$ cat src/rtl/dcache_store_drain_if.sv
// ---------------------------------------------------------------------------
// dcache_store_drain_if
//
// Purpose:
//   Groups every signal between the store-drain engine and its three
//   neighbours into one bundle:
//   - the store buffer (pop strobe and oldest entry),
//   - the data-cache write port (request, handshake and response),
//   - the memory fill path.
//   It also carries the fence handshake and the status outputs.
//
// Modports:
//   master - the drain engine. It drives pop, write, fill and status signals.
//   slave  - the surrounding system. It drives buffer, cache, memory and
//            fence inputs.
//
// Signal summary:
//   sb_has_entry, sb_oldest_addr/data/be  : buffer -> engine
//   sb_get_oldest                         : engine -> buffer (1-cycle pop)
//   dc_wr_valid/addr/data/be              : engine -> cache write port
//   dc_wr_ready, dc_rsp_valid, dc_rsp_hit : cache -> engine
//   mem_fill_req, mem_fill_addr           : engine -> memory
//   mem_fill_done                         : memory -> engine
//   drain_req                             : core -> engine (fence)
//   drain_done, busy, miss_count          : engine status
// ---------------------------------------------------------------------------
interface dcache_store_drain_if #(
  parameter int ADDR_W = 32,
  parameter int DATA_W = 32,
  parameter int BE_W   = 4,
  parameter int CNT_W  = 16
);

  // Store buffer side
  logic              sb_has_entry;
  logic              sb_get_oldest;
  logic [ADDR_W-1:0] sb_oldest_addr;
  logic [DATA_W-1:0] sb_oldest_data;
  logic [BE_W-1:0]   sb_oldest_be;

  // Cache write port
  logic              dc_wr_valid;
  logic              dc_wr_ready;
  logic [ADDR_W-1:0] dc_wr_addr;
  logic [DATA_W-1:0] dc_wr_data;
  logic [BE_W-1:0]   dc_wr_be;
  logic              dc_rsp_valid;
  logic              dc_rsp_hit;

  // Line fill path
  logic              mem_fill_req;
  logic [ADDR_W-1:0] mem_fill_addr;
  logic              mem_fill_done;

  // Fence and status
  logic              drain_req;
  logic              drain_done;
  logic              busy;
  logic [CNT_W-1:0]  miss_count;

  modport master (
    input  sb_has_entry, sb_oldest_addr, sb_oldest_data, sb_oldest_be,
    input  dc_wr_ready, dc_rsp_valid, dc_rsp_hit,
    input  mem_fill_done, drain_req,
    output sb_get_oldest,
    output dc_wr_valid, dc_wr_addr, dc_wr_data, dc_wr_be,
    output mem_fill_req, mem_fill_addr,
    output drain_done, busy, miss_count
  );

  modport slave (
    output sb_has_entry, sb_oldest_addr, sb_oldest_data, sb_oldest_be,
    output dc_wr_ready, dc_rsp_valid, dc_rsp_hit,
    output mem_fill_done, drain_req,
    input  sb_get_oldest,
    input  dc_wr_valid, dc_wr_addr, dc_wr_data, dc_wr_be,
    input  mem_fill_req, mem_fill_addr,
    input  drain_done, busy, miss_count
  );

endinterface

$ cat src/rtl/dcache_store_drain.sv
// ---------------------------------------------------------------------------
// dcache_store_drain
//
// Purpose:
//   Drain engine between the data-cache store buffer and the cache write
//   port. It pops the oldest buffered store and issues it as a cache write.
//   On a miss it requests a line fill and then retries the same write. Only
//   one store is in flight at a time, so the next pop waits for a hit.
//
//   Stores normally leave the buffer only after it has been non-empty for
//   IDLE_WAIT idle cycles, which gives neighbouring stores a chance to
//   merge. A drain (fence) request skips that wait.
//
// Ports:
//   clock - system clock
//   reset - asynchronous, active-low reset
//   bus   - dcache_store_drain_if.master. Carries:
//             store buffer pop and oldest entry,
//             cache write request, handshake and response,
//             fill request, address and done,
//             drain_req/drain_done, busy and the saturating miss_count.
// ---------------------------------------------------------------------------
module dcache_store_drain #(
  parameter int ADDR_W    = 32,
  parameter int DATA_W    = 32,
  parameter int BE_W      = 4,
  parameter int IDLE_WAIT = 4,
  parameter int CNT_W     = 16
) (
  input  logic                  clock,
  input  logic                  reset,
  dcache_store_drain_if.master  bus
);

  // FSM encoding
  localparam logic [1:0] S_IDLE     = 2'd0;
  localparam logic [1:0] S_WRITE    = 2'd1;
  localparam logic [1:0] S_WAIT_RSP = 2'd2;
  localparam logic [1:0] S_FILL     = 2'd3;

  localparam logic [3:0]        L_IDLE_WAIT = 4'(IDLE_WAIT);
  // Byte offset within a line; cleared to form the fill address
  localparam logic [ADDR_W-1:0] L_LINE_MASK = ADDR_W'(BE_W - 1);
  localparam logic [CNT_W-1:0]  L_CNT_MAX   = {CNT_W{1'b1}};

  logic [1:0]        r_state;
  logic [1:0]        w_next_state;
  logic [3:0]        r_idle_cnt;
  logic [ADDR_W-1:0] r_addr;
  logic [DATA_W-1:0] r_data;
  logic [BE_W-1:0]   r_be;
  logic [CNT_W-1:0]  r_miss_cnt;

  logic w_in_idle;
  logic w_pop;
  logic w_wr_fire;
  logic w_rsp_hit;
  logic w_rsp_miss;
  logic w_fill_done;

  assign w_in_idle = (r_state == S_IDLE);

  // The pop strobe is combinational so that the buffer's oldest entry can be
  // captured on the same edge. It is gated by reset so that no strobe
  // escapes while reset is held, even though the FSM already reads IDLE.
  assign w_pop = reset && w_in_idle && bus.sb_has_entry &&
                 (bus.drain_req || (r_idle_cnt == L_IDLE_WAIT));

  // Events are qualified by state. A response or fill-done seen in any
  // other state is stray and is ignored.
  assign w_wr_fire   = (r_state == S_WRITE) && bus.dc_wr_ready;
  assign w_rsp_hit   = (r_state == S_WAIT_RSP) && bus.dc_rsp_valid &&  bus.dc_rsp_hit;
  assign w_rsp_miss  = (r_state == S_WAIT_RSP) && bus.dc_rsp_valid && !bus.dc_rsp_hit;
  assign w_fill_done = (r_state == S_FILL) && bus.mem_fill_done;

  // Next-state logic. A miss loops back through FILL to WRITE, so the same
  // captured store is retried until the cache reports a hit.
  always_comb begin
    w_next_state = r_state;
    case (r_state)
      S_IDLE:     if (w_pop)       w_next_state = S_WRITE;
      S_WRITE:    if (w_wr_fire)   w_next_state = S_WAIT_RSP;
      S_WAIT_RSP: if (w_rsp_hit)   w_next_state = S_IDLE;
                  else if (w_rsp_miss) w_next_state = S_FILL;
      S_FILL:     if (w_fill_done) w_next_state = S_WRITE;
      default:                     w_next_state = S_IDLE;
    endcase
  end

  // State register
  always_ff @(posedge clock or negedge reset) begin
    if (!reset) begin
      r_state <= S_IDLE;
    end else begin
      r_state <= w_next_state;
    end
  end

  // Idle counter. It counts consecutive idle cycles with a non-empty buffer
  // and saturates at IDLE_WAIT. It restarts whenever the buffer empties or
  // an entry is popped. Outside IDLE it holds, and that value is always
  // zero because the pop cleared it.
  always_ff @(posedge clock or negedge reset) begin
    if (!reset) begin
      r_idle_cnt <= '0;
    end else if (w_in_idle) begin
      if (!bus.sb_has_entry || w_pop) begin
        r_idle_cnt <= '0;
      end else if (r_idle_cnt != L_IDLE_WAIT) begin
        r_idle_cnt <= r_idle_cnt + 4'd1;
      end
    end
  end

  // Capture the popped store. These registers then stay untouched until the
  // next pop, which keeps the write payload stable across back-pressure and
  // across fill retries.
  always_ff @(posedge clock or negedge reset) begin
    if (!reset) begin
      r_addr <= '0;
      r_data <= '0;
      r_be   <= '0;
    end else if (w_pop) begin
      r_addr <= bus.sb_oldest_addr;
      r_data <= bus.sb_oldest_data;
      r_be   <= bus.sb_oldest_be;
    end
  end

  // Saturating miss counter
  always_ff @(posedge clock or negedge reset) begin
    if (!reset) begin
      r_miss_cnt <= '0;
    end else if (w_rsp_miss && (r_miss_cnt != L_CNT_MAX)) begin
      r_miss_cnt <= r_miss_cnt + 1'b1;
    end
  end

  assign bus.sb_get_oldest = w_pop;

  assign bus.dc_wr_valid   = (r_state == S_WRITE);
  assign bus.dc_wr_addr    = r_addr;
  assign bus.dc_wr_data    = r_data;
  assign bus.dc_wr_be      = r_be;

  assign bus.mem_fill_req  = (r_state == S_FILL);
  assign bus.mem_fill_addr = r_addr & ~L_LINE_MASK;

  // Like the pop strobe, the fence acknowledgement is reset-gated so that
  // every output reads zero while reset is held.
  assign bus.drain_done    = reset && bus.drain_req && w_in_idle && !bus.sb_has_entry;
  assign bus.busy          = !w_in_idle;
  assign bus.miss_count    = r_miss_cnt;

endmodule

$ cat src/flat_wrapper.sv
// flat-port wrapper written by rule: the top's interface ports become plain ports
module dcache_store_drain_flat 
#(
  parameter int ADDR_W    = 32,
  parameter int DATA_W    = 32,
  parameter int BE_W      = 4,
  parameter int IDLE_WAIT = 4,
  parameter int CNT_W     = 16
)
  (clock, reset, bus_sb_has_entry, bus_sb_oldest_addr, bus_sb_oldest_data, bus_sb_oldest_be, bus_dc_wr_ready, bus_dc_rsp_valid, bus_dc_rsp_hit, bus_mem_fill_done, bus_drain_req, bus_sb_get_oldest, bus_dc_wr_valid, bus_dc_wr_addr, bus_dc_wr_data, bus_dc_wr_be, bus_mem_fill_req, bus_mem_fill_addr, bus_drain_done, bus_busy, bus_miss_count);
  dcache_store_drain_if #(.ADDR_W(ADDR_W), .DATA_W(DATA_W), .BE_W(BE_W), .CNT_W(CNT_W)) bus_i ();
  input  logic clock;
  input  logic reset;
  input wire logic [$bits(bus_i.sb_has_entry)-1:0] bus_sb_has_entry;
  input wire logic [$bits(bus_i.sb_oldest_addr)-1:0] bus_sb_oldest_addr;
  input wire logic [$bits(bus_i.sb_oldest_data)-1:0] bus_sb_oldest_data;
  input wire logic [$bits(bus_i.sb_oldest_be)-1:0] bus_sb_oldest_be;
  input wire logic [$bits(bus_i.dc_wr_ready)-1:0] bus_dc_wr_ready;
  input wire logic [$bits(bus_i.dc_rsp_valid)-1:0] bus_dc_rsp_valid;
  input wire logic [$bits(bus_i.dc_rsp_hit)-1:0] bus_dc_rsp_hit;
  input wire logic [$bits(bus_i.mem_fill_done)-1:0] bus_mem_fill_done;
  input wire logic [$bits(bus_i.drain_req)-1:0] bus_drain_req;
  output wire logic [$bits(bus_i.sb_get_oldest)-1:0] bus_sb_get_oldest;
  output wire logic [$bits(bus_i.dc_wr_valid)-1:0] bus_dc_wr_valid;
  output wire logic [$bits(bus_i.dc_wr_addr)-1:0] bus_dc_wr_addr;
  output wire logic [$bits(bus_i.dc_wr_data)-1:0] bus_dc_wr_data;
  output wire logic [$bits(bus_i.dc_wr_be)-1:0] bus_dc_wr_be;
  output wire logic [$bits(bus_i.mem_fill_req)-1:0] bus_mem_fill_req;
  output wire logic [$bits(bus_i.mem_fill_addr)-1:0] bus_mem_fill_addr;
  output wire logic [$bits(bus_i.drain_done)-1:0] bus_drain_done;
  output wire logic [$bits(bus_i.busy)-1:0] bus_busy;
  output wire logic [$bits(bus_i.miss_count)-1:0] bus_miss_count;
  assign bus_i.sb_has_entry = bus_sb_has_entry;
  assign bus_i.sb_oldest_addr = bus_sb_oldest_addr;
  assign bus_i.sb_oldest_data = bus_sb_oldest_data;
  assign bus_i.sb_oldest_be = bus_sb_oldest_be;
  assign bus_i.dc_wr_ready = bus_dc_wr_ready;
  assign bus_i.dc_rsp_valid = bus_dc_rsp_valid;
  assign bus_i.dc_rsp_hit = bus_dc_rsp_hit;
  assign bus_i.mem_fill_done = bus_mem_fill_done;
  assign bus_i.drain_req = bus_drain_req;
  assign bus_sb_get_oldest = bus_i.sb_get_oldest;
  assign bus_dc_wr_valid = bus_i.dc_wr_valid;
  assign bus_dc_wr_addr = bus_i.dc_wr_addr;
  assign bus_dc_wr_data = bus_i.dc_wr_data;
  assign bus_dc_wr_be = bus_i.dc_wr_be;
  assign bus_mem_fill_req = bus_i.mem_fill_req;
  assign bus_mem_fill_addr = bus_i.mem_fill_addr;
  assign bus_drain_done = bus_i.drain_done;
  assign bus_busy = bus_i.busy;
  assign bus_miss_count = bus_i.miss_count;
  dcache_store_drain #(.ADDR_W(ADDR_W), .DATA_W(DATA_W), .BE_W(BE_W), .IDLE_WAIT(IDLE_WAIT), .CNT_W(CNT_W)) u_core (.clock(clock), .reset(reset), .bus(bus_i));
endmodule
$ cat config.mk
export PLATFORM = sky130hd
export DESIGN_NAME = dcache_store_drain_flat
export DESIGN_NICKNAME = d
export VERILOG_FILES = /design/src/rtl/dcache_store_drain_if.sv /design/src/rtl/dcache_store_drain.sv /design/src/flat_wrapper.sv
export SDC_FILE = /design/constraint.sdc
export NUM_CORES = 1
export LEC_CHECK = 0
export ABC_AREA = 1
export CAP_MARGIN = 40
export CELL_PAD_IN_SITES_DETAIL_PLACEMENT = 2
export CELL_PAD_IN_SITES_GLOBAL_PLACEMENT = 2
export CORE_UTILIZATION = 22
export DETAILED_ROUTE_END_ITERATION = 6
export GPL_ROUTABILITY_DRIVEN = 0
export GPL_TIMING_DRIVEN = 0
export PLACE_DENSITY = 0.84
export SETUP_SLACK_MARGIN = 0.02
export SLEW_MARGIN = 5
export SYNTH_ARGS = -nofsm -noshare
export SYNTH_HDL_FRONTEND = slang
export SYNTH_SLANG_ARGS = --single-unit
$ cat constraint.sdc
create_clock -name clock -period 2.05 [get_ports clock]
set_input_delay 0.5125 -clock clock [delete_from_list [all_inputs] [get_ports clock]]
set_output_delay 0.5125 -clock clock [all_outputs]
set_load 0.03 [all_outputs]
==> reports/summary.txt, run 1 <==
GLOBAL ROUTE
---------------------------------------------------------------------------------
Via count of the first global-routing pass                                   4611
Overall Global Routing Usage                                                15.9%
Maximum number of pins on one net before global-route repair                   53
Number of antenna violations at the first check in global routing               1
Final global-route overflow total                                               0
First-pass GRT wire length                                                24.4 mm

ROUTE
---------------------------------------------------------------------------------
Wire length per cell                                                      15.3 um
Antenna-violating nets left                                                     0
Total wirelength of the detailed-routed design                            15.6 mm
Via count normalized by instance count                                       4.16
Number of vias in the routed layout                                          4255
DR iter-0 viols                                                                88
DRC violations left                                                             0
First drt pass iteration count                                                  4

TIMING
---------------------------------------------------------------------------------
Achievable frequency                                                      477 MHz
Worst Clk Skew                                                         0.00922 ns
Period utilisation layout                                                    102%
Slew Viols, Final                                                               0
Post-Route Hold Slack                                                   0.0829 ns
RSZ-0062 raised after global routing                                          yes
Time the worst path needs with I/O delays and setup                       2.10 ns
Slew of the pin with the lowest slew margin                              0.523 ns
Post-route worst setup slack                                           -0.0481 ns
Relative slew slack                                                         65.2%
Number of failing hold endpoints at the final stage                             0
Count of endpoints failing setup in the final report                            1

SYNTH
---------------------------------------------------------------------------------
Synth async-reset ratio                                                      100%
Yosys top cell area share                                                   52.4%
Yosys warnings                                                                  0
Syn Inst Count                                                                535
Most frequent cell after synthesis                                   sky130_fd_sc_hd__nand2_1
Number of flops mapped to enable cells by yosys                                 0
Portion of the post-synthesis area used by sequential elements              52.4%
Post-Synthesis Mean Instance Area                                       8.03 um^2
Area leader, netlist                                                 sky130_fd_sc_hd__dfrtp_1
Cell Area, Synth                                                     0.00429 mm^2
Distinct cell type count after synthesis                                       24
Most frequently used flop master after synthesis                     sky130_fd_sc_hd__dfrtp_1
Cells taking the most area after synthesis                           sky130_fd_sc_hd__dfrtp_1, sky130_fd_sc_hd__nand2_1, sky130_fd_sc_hd__buf_4
Cell types with the highest counts after synthesis                   sky130_fd_sc_hd__nand2_1, sky130_fd_sc_hd__dfrtp_1, sky130_fd_sc_hd__buf_4
Yosys reg bits                                                                 90

CLOCK TREE
---------------------------------------------------------------------------------
CTS Root Buffer Type                                                 sky130_fd_sc_hd__clkbuf_16
Count of hold buffers inserted by post-cts repair                               0
Register clock-pin slew on the reported worst setup and hold paths        0.07 ns
Number of buffers on the longest clock path                                     2
Skew-Pair Late Insertion Delay                                            0.35 ns
Cts bufs inserted                                                               9
Clock tree from TritonCTS                                                    done
Count of clock tree sinks                                                      90
H-Tree Level Count                                                              3

WORST SETUP PATH
---------------------------------------------------------------------------------
Arr. time, crit path                                                      1.59 ns
Element type at the critical path start                                  register
Critical path cell sequence                                          inv_2 > ha_2 > nand3_4 > nand2_4 > nand2_4 > inv_8 > buf_8 > buf_6
CP most frequent cell                                                sky130_fd_sc_hd__nand2_4
Crit path capture type                                                output port
Endpoint required time on the critical path                               1.54 ns
Delay of the slowest critical-path stage                                  0.44 ns
Worst Setup Path Type                                                     reg2out
Slowest CP cell                                                      sky130_fd_sc_hd__dfrtp_2
Top fanout value on the critical path                                           6

FINAL LAYOUT
---------------------------------------------------------------------------------
Antenna Cells                                                                   0
Final nets                                                                    840
Total area of sequential cells                                       0.00225 mm^2
Area growth, synth to finish                                                63.9%
Number of filler cells placed in the layout                                  2203
Utilization after layout                                                    37.3%
Final non-filler cell area                                           0.00704 mm^2
Share of layout cells above drive strength 1                                13.8%
Area taken by multi-input logic gates                                0.00162 mm^2

DIE
---------------------------------------------------------------------------------
Total I/O pin count                                                           197
Horizontal extent of the die                                               142 um
Die boundary height                                                        142 um
Die footprint                                                         0.0201 mm^2
Row cnt                                                                        50
Starting density of the core                                                22.7%
Placeable core region                                                 0.0189 mm^2

POWER
---------------------------------------------------------------------------------
Total power of the final layout                                          0.0107 W
Total power divided by cell area                                     1520 mW/mm^2
Leakage power                                                             3.65 nW
Worst supply voltage drop on vdd                                         0.547 mV

HOLD PATH
---------------------------------------------------------------------------------
Min-delay worst type                                                     in2async

PLACE
---------------------------------------------------------------------------------
Count of buffers from port buffering                                          194
Final HPWL from detailed placement                                        11.8 mm
Post-Place Cell Area                                                 0.00659 mm^2
Post-placement worst setup slack                                         -1.10 ns

FLOW RUN
---------------------------------------------------------------------------------
Total of max-cap violations                                                     0

RUN STATUS
---------------------------------------------------------------------------------
Violations in the final reports                                      setup timing
Status                                                               finished, violations left

[metal layers]
layer	vias to the layer above	GRT usage, %	wire length [um]	share of wire, %
li1	2034	-	-	-
met1	2089	17.9	6230	40
met2	117	29.1	8330	53
met3	15	4.12	875	5.6
met4	0	4.81	206	1.3
met5	-	0	0	0
[worst max-delay path, delay by kind of cell (launching register included)]
family / cells / cell delay, ns
buf+inv: 4 / 0.35
flops: 1 / 0.44
simple gates: 3 / 0.27
fa+ha+maj: 1 / 0.18
[repair_timing]
item / in CTS / in global routing
pin swaps: 3 / 5
resized for setup: 66 / 24
setup buffers: 7 / 9
endpoints found under the setup margin: 41 / 22
[cell families (layout without fill, tap and decap cells)]
| kind of cell | count (synthesis) | in the layout | share of synthesized area (%) |
|---|---|---|---|
| flops | 90 | 90 | 52.4 |
| xor+xnor | 8 | 8 | 1.63 |
| simple gates | 340 | 340 | 31.6 |
| other cells | 1 | 2 | 0.0873 |
| buf+inv | 78 | 304 | 10.9 |
| compound gates | 11 | 11 | 1.31 |
| fa+ha+maj | 7 | 7 | 2.04 |
[flip-flops by register name, indices dropped and copies added, names as in the netlist]
signal and cells:
u_core.bus.dc_wr_be 4, u_core.r_idle_cnt 4, u_core.bus.dc_wr_addr 32, u_core.bus.miss_count 16
u_core.r_state 2, u_core.bus.dc_wr_data 32
[where the power goes]
part           total, W  switching [W]  internal, W  leakage [nW]
Sequential      0.00304       0.000546      0.00250          1.15
Clock           0.00175       0.000784     0.000968         0.149
Combinational   0.00592        0.00343      0.00249          2.36
Total            0.0107        0.00476      0.00596          3.65
[final timing paths]
check                                            endpoint                 startpoint  slack, ns  depth (start not counted)
worst max-delay path                    bus_sb_get_oldest       u_core.r_idle_cnt[1]      -0.05                          8
worst min-delay path                    u_core.r_state[0]                      reset       0.08                          1
worst max register to register  u_core.bus.dc_wr_data[16]       u_core.r_idle_cnt[1]       0.27                          9
worst min register to register  u_core.bus.dc_wr_data[11]  u_core.bus.dc_wr_data[11]       0.48                          2
max in group asynchronous        u_core.bus.dc_wr_data[7]                      reset       1.36                          2
min in group clock              u_core.bus.dc_wr_data[11]  u_core.bus.dc_wr_data[11]       0.48                          2
[placed cells by master, fill, tap and decap left out, types with 4 or more instances in the layout]
cell type	n
sky130_fd_sc_hd__buf_2	5
sky130_fd_sc_hd__buf_4	51
sky130_fd_sc_hd__buf_6	7
sky130_fd_sc_hd__clkbuf_1	4
sky130_fd_sc_hd__clkbuf_16	9
sky130_fd_sc_hd__clkdlybuf4s50_1	143
sky130_fd_sc_hd__dfrtp_1	89
sky130_fd_sc_hd__dlygate4sd2_1	36
sky130_fd_sc_hd__dlymetal6s2s_1	9
sky130_fd_sc_hd__ha_1	5
sky130_fd_sc_hd__inv_1	21
sky130_fd_sc_hd__inv_2	7
sky130_fd_sc_hd__nand2_1	289
sky130_fd_sc_hd__nand2_4	5
sky130_fd_sc_hd__nand3_1	9
sky130_fd_sc_hd__nand4_1	10
sky130_fd_sc_hd__nor2_1	21
sky130_fd_sc_hd__o21ai_0	8
sky130_fd_sc_hd__xnor2_1	6
[per-stage QoR]
| step | cells | setup TNS, ns |
|---|---|---|
| 3_5_place_dp | 991 | -7.66 |
| 5_1_grt | 1022 | -0.110 |
| 2_1_floorplan | 536 | 0 |
| 3_3_place_gp | 990 | -583.99 |
| 4_1_cts | 1014 | -0.179 |
| 6_report | 1022 | -0.0481 |
[final cells by class]
cell class	instances	share of cell area, %
multi-input cells	368	23.0
inverters	29	1.65
clock inverters	7	1.19
flip-flops and latches	90	32.0
plain buffers	48	5.14
clock buffers	9	3.20
well taps	260	4.62
repair buffers	211	29.2
Note: power is estimated with default switching activity, not from simulation.
==> run 2: changes to the inputs <==
--- a/config.mk
+++ b/config.mk
@@ -9,11 +9,14 @@
 export CAP_MARGIN = 40
 export CELL_PAD_IN_SITES_DETAIL_PLACEMENT = 2
 export CELL_PAD_IN_SITES_GLOBAL_PLACEMENT = 2
+export CORE_ASPECT_RATIO = 0.6
 export CORE_UTILIZATION = 22
 export DETAILED_ROUTE_END_ITERATION = 6
 export GPL_ROUTABILITY_DRIVEN = 0
 export GPL_TIMING_DRIVEN = 0
 export PLACE_DENSITY = 0.84
+export RECOVER_POWER = 50
+export REMOVE_ABC_BUFFERS = 1
 export SETUP_SLACK_MARGIN = 0.02
 export SLEW_MARGIN = 5
 export SYNTH_ARGS = -nofsm -noshare
==> run 2 against run 1 <==
  * The flow still finishes with violations (setup timing)
  * Non-clock buffer count fell by 43
  * Clock power fell by 6%
  * Total power fell by 1.7%
  * Critical path depth fell by 2
  * Sequential power barely moved
  * Sequential share of layout area rose by 0.88 points
  * Register-to-register slack got worse by 0.14 ns
  * Hold slack improved by 0.0077 ns
  * Clock skew fell by 0.0034 ns
  * Highest routed layer unchanged
==> reports/summary.txt, run 2 (synthesis gave the netlist of run 1 again) <==
TIMING
---------------------------------------------------------------------------------
Worst Clk Skew                                                         0.00587 ns   -0.00335 ns
Count of endpoints failing setup in the final report                            1   unchanged
Achievable frequency                                                      466 MHz   -2.2%
Slew Viols, Final                                                               0   unchanged
RSZ-0062 raised after global routing                                          yes
Time the worst path needs with I/O delays and setup                       2.15 ns   +0.0476 ns
Number of failing hold endpoints at the final stage                             0   unchanged
Period utilisation layout                                                    105%   +2.3 points
Post-Route Hold Slack                                                   0.0906 ns   +0.00768 ns
Post-route worst setup slack                                           -0.0957 ns   -0.0476 ns
Final sum of negative setup slack                                      -0.0957 ns   -0.0476 ns

WORST SETUP PATH
---------------------------------------------------------------------------------
Worst Setup Path Type                                                      in2out
Arr. time, crit path                                                      1.63 ns   +0.04 ns
Element type at the critical path start                                 input pin
Top fanout value on the critical path                                           6   unchanged
Endpoint required time on the critical path                               1.54 ns   about the same
Delay of the slowest critical-path stage                                  0.51 ns   +0.07 ns
Crit path capture type                                                output port
Slowest CP cell                                                      sky130_fd_sc_hd__clkdlybuf4s50_1
Critical path cell sequence                                          clkdlybuf4s50_1 > inv_1 > nor2_4 > nand2_8 > clkinv_16 > buf_8

CLOCK TREE
---------------------------------------------------------------------------------
CTS Root Buffer Type                                                 sky130_fd_sc_hd__clkbuf_16
Count of hold buffers inserted by post-cts repair                               0   unchanged
Cts bufs inserted                                                               9   unchanged
Skew-Pair Late Insertion Delay                                            0.35 ns   about the same
Count of clock tree sinks                                                      90   unchanged
H-Tree Level Count                                                              3   unchanged
Register clock-pin slew on the reported worst setup and hold paths        0.06 ns   about the same
Number of buffers on the longest clock path                                     2   unchanged
Clock tree from TritonCTS                                                    done

POWER
---------------------------------------------------------------------------------
Worst supply voltage drop on vdd                                         0.781 mV   +43%
Leakage power                                                             3.38 nW   -7.5%
Total power divided by cell area                                     1540 mW/mm^2   +1.1%

DIE
---------------------------------------------------------------------------------
Starting density of the core                                                22.5%   -0.22 points
Total I/O pin count                                                           197   unchanged
Placeable core region                                                 0.0191 mm^2   +0.99%
Die footprint                                                         0.0201 mm^2   about the same
Row cnt                                                                        39   -22%
Die boundary height                                                        110 um   -22%
Horizontal extent of the die                                               182 um   +29%

FINAL LAYOUT
---------------------------------------------------------------------------------
Commonest non-fill, non-tap cell in the layout                       sky130_fd_sc_hd__nand2_1
Antenna Cells                                                                   0   unchanged
Final nets                                                                    801   -4.6%
Share of layout cells above drive strength 1                                8.99%   -4.8 points
Area growth, synth to finish                                                59.4%
Commonest cells after routing, fill and taps aside                   sky130_fd_sc_hd__nand2_1, sky130_fd_sc_hd__clkdlybuf4s50_1, sky130_fd_sc_hd__dfrtp_1

ROUTE
---------------------------------------------------------------------------------
Wire length per cell                                                      17.4 um   +14%
Total wirelength of the detailed-routed design                            17.2 mm   +10%
First drt pass iteration count                                                  6   +2
Number of vias in the routed layout                                          4173   -1.9%
DR iter-0 viols                                                               139   +58%
DRC violations left                                                             0   unchanged
Antenna-violating nets left                                                     0   unchanged
Via count normalized by instance count                                       4.22   +1.3%

PLACE
---------------------------------------------------------------------------------
Final HPWL from detailed placement                                        11.4 mm   -3.3%
Post-placement worst setup slack                                         -1.66 ns   -0.565 ns
Count of buffers from port buffering                                          194   unchanged

GLOBAL ROUTE
---------------------------------------------------------------------------------
Overall Global Routing Usage                                                17.0%   +1.1 points
Met2 Use GR                                                                 28.1%   -0.96 points
Number of antenna violations at the first check in global routing               0   -1
Met1 capacity usage during global routing                                   20.6%   +2.7 points
First-pass GRT wire length                                                25.4 mm   +4.0%
Final global-route overflow total                                               0   unchanged
GRT met3 Usage                                                              7.72%   +3.6 points
Most Crowded Layer GR                                                        met2
Maximum number of pins on one net before global-route repair                   50   -5.7%
Via count of the first global-routing pass                                   4560   -1.1%

RUN STATUS
---------------------------------------------------------------------------------
Violations in the final reports                                      setup timing
Status                                                               finished, violations left

FLOW RUN
---------------------------------------------------------------------------------
Total of max-cap violations                                                     0   unchanged

HOLD PATH
---------------------------------------------------------------------------------
Min-delay worst type                                                     in2async

run 2: worst max-delay path: cells and delay by family:
kind | cells | cell delay, ns
buffers and inverters | 4 | 0.80
AND/OR/NAND/NOR | 2 | 0.29
run 2: cell type report:
type,instances,area [um^2]
Tap cell,266,333
Timing Repair inverter,3,43.8
Multi-Input combinational cell,369,1640
Clock buffer,10,239
Clock inverter,6,47.5
Sequential cell,90,2250
Inverter,29,135
Timing Repair Buffer,216,2160
Fill cell,2135,12200
run 2: report_power, final:
part	leakage, nW	internal (W)	switching [W]
Sequential	1.15	0.00249	0.000559
Combinational	2.09	0.00235	0.00348
Clock	0.139	0.000868	0.000786
Total	3.38	0.00571	0.00483
run 2: path summary, 6_finish.rpt:
check	from	to	slack, ns	depth (start not counted)
hold reg to reg	u_core.bus.dc_wr_data[13]	u_core.bus.dc_wr_data[13]	0.49	2
hold / removal	reset	u_core.bus.miss_count[11]	0.09	1
setup reg to reg	u_core.r_idle_cnt[0]	u_core.r_idle_cnt[2]	0.13	11
setup / recovery	bus_sb_has_entry	bus_sb_get_oldest	-0.1	6
max in group asynchronous	reset	u_core.bus.dc_wr_data[6]	1.35	2
min in group clock	u_core.bus.dc_wr_data[13]	u_core.bus.dc_wr_data[13]	0.49	2
run 2: timing repair:
item | CTS | global route
endpoints found under the setup margin | 92 | 12
gates cloned | 3 | 2
pin swaps | 4 | 4
buffers inserted | 10 | 9
gates resized for setup | 44 | 11
run 2: metal layers:
layer,share of wire (%),up-vias
met5,0,-
met4,0.50,0
met3,8.5,9
met2,47,116
met1,44,2096
li1,-,1952
run 2: per-stage QoR:
stage / area [um^2] / util (%) / std cells / power [W]
4_1_cts: 6710 / 35.2 / 978 / 0.0106
5_1_grt: 6850 / 35.9 / 989 / 0.0111
2_1_floorplan: 3940 / - / 487 / 0.00589
3_5_place_dp: 6280 / 32.9 / 950 / 0.00864
3_3_place_gp: 6210 / 32.6 / 947 / 0.00847
6_report: 6850 / 35.9 / 989 / 0.0105
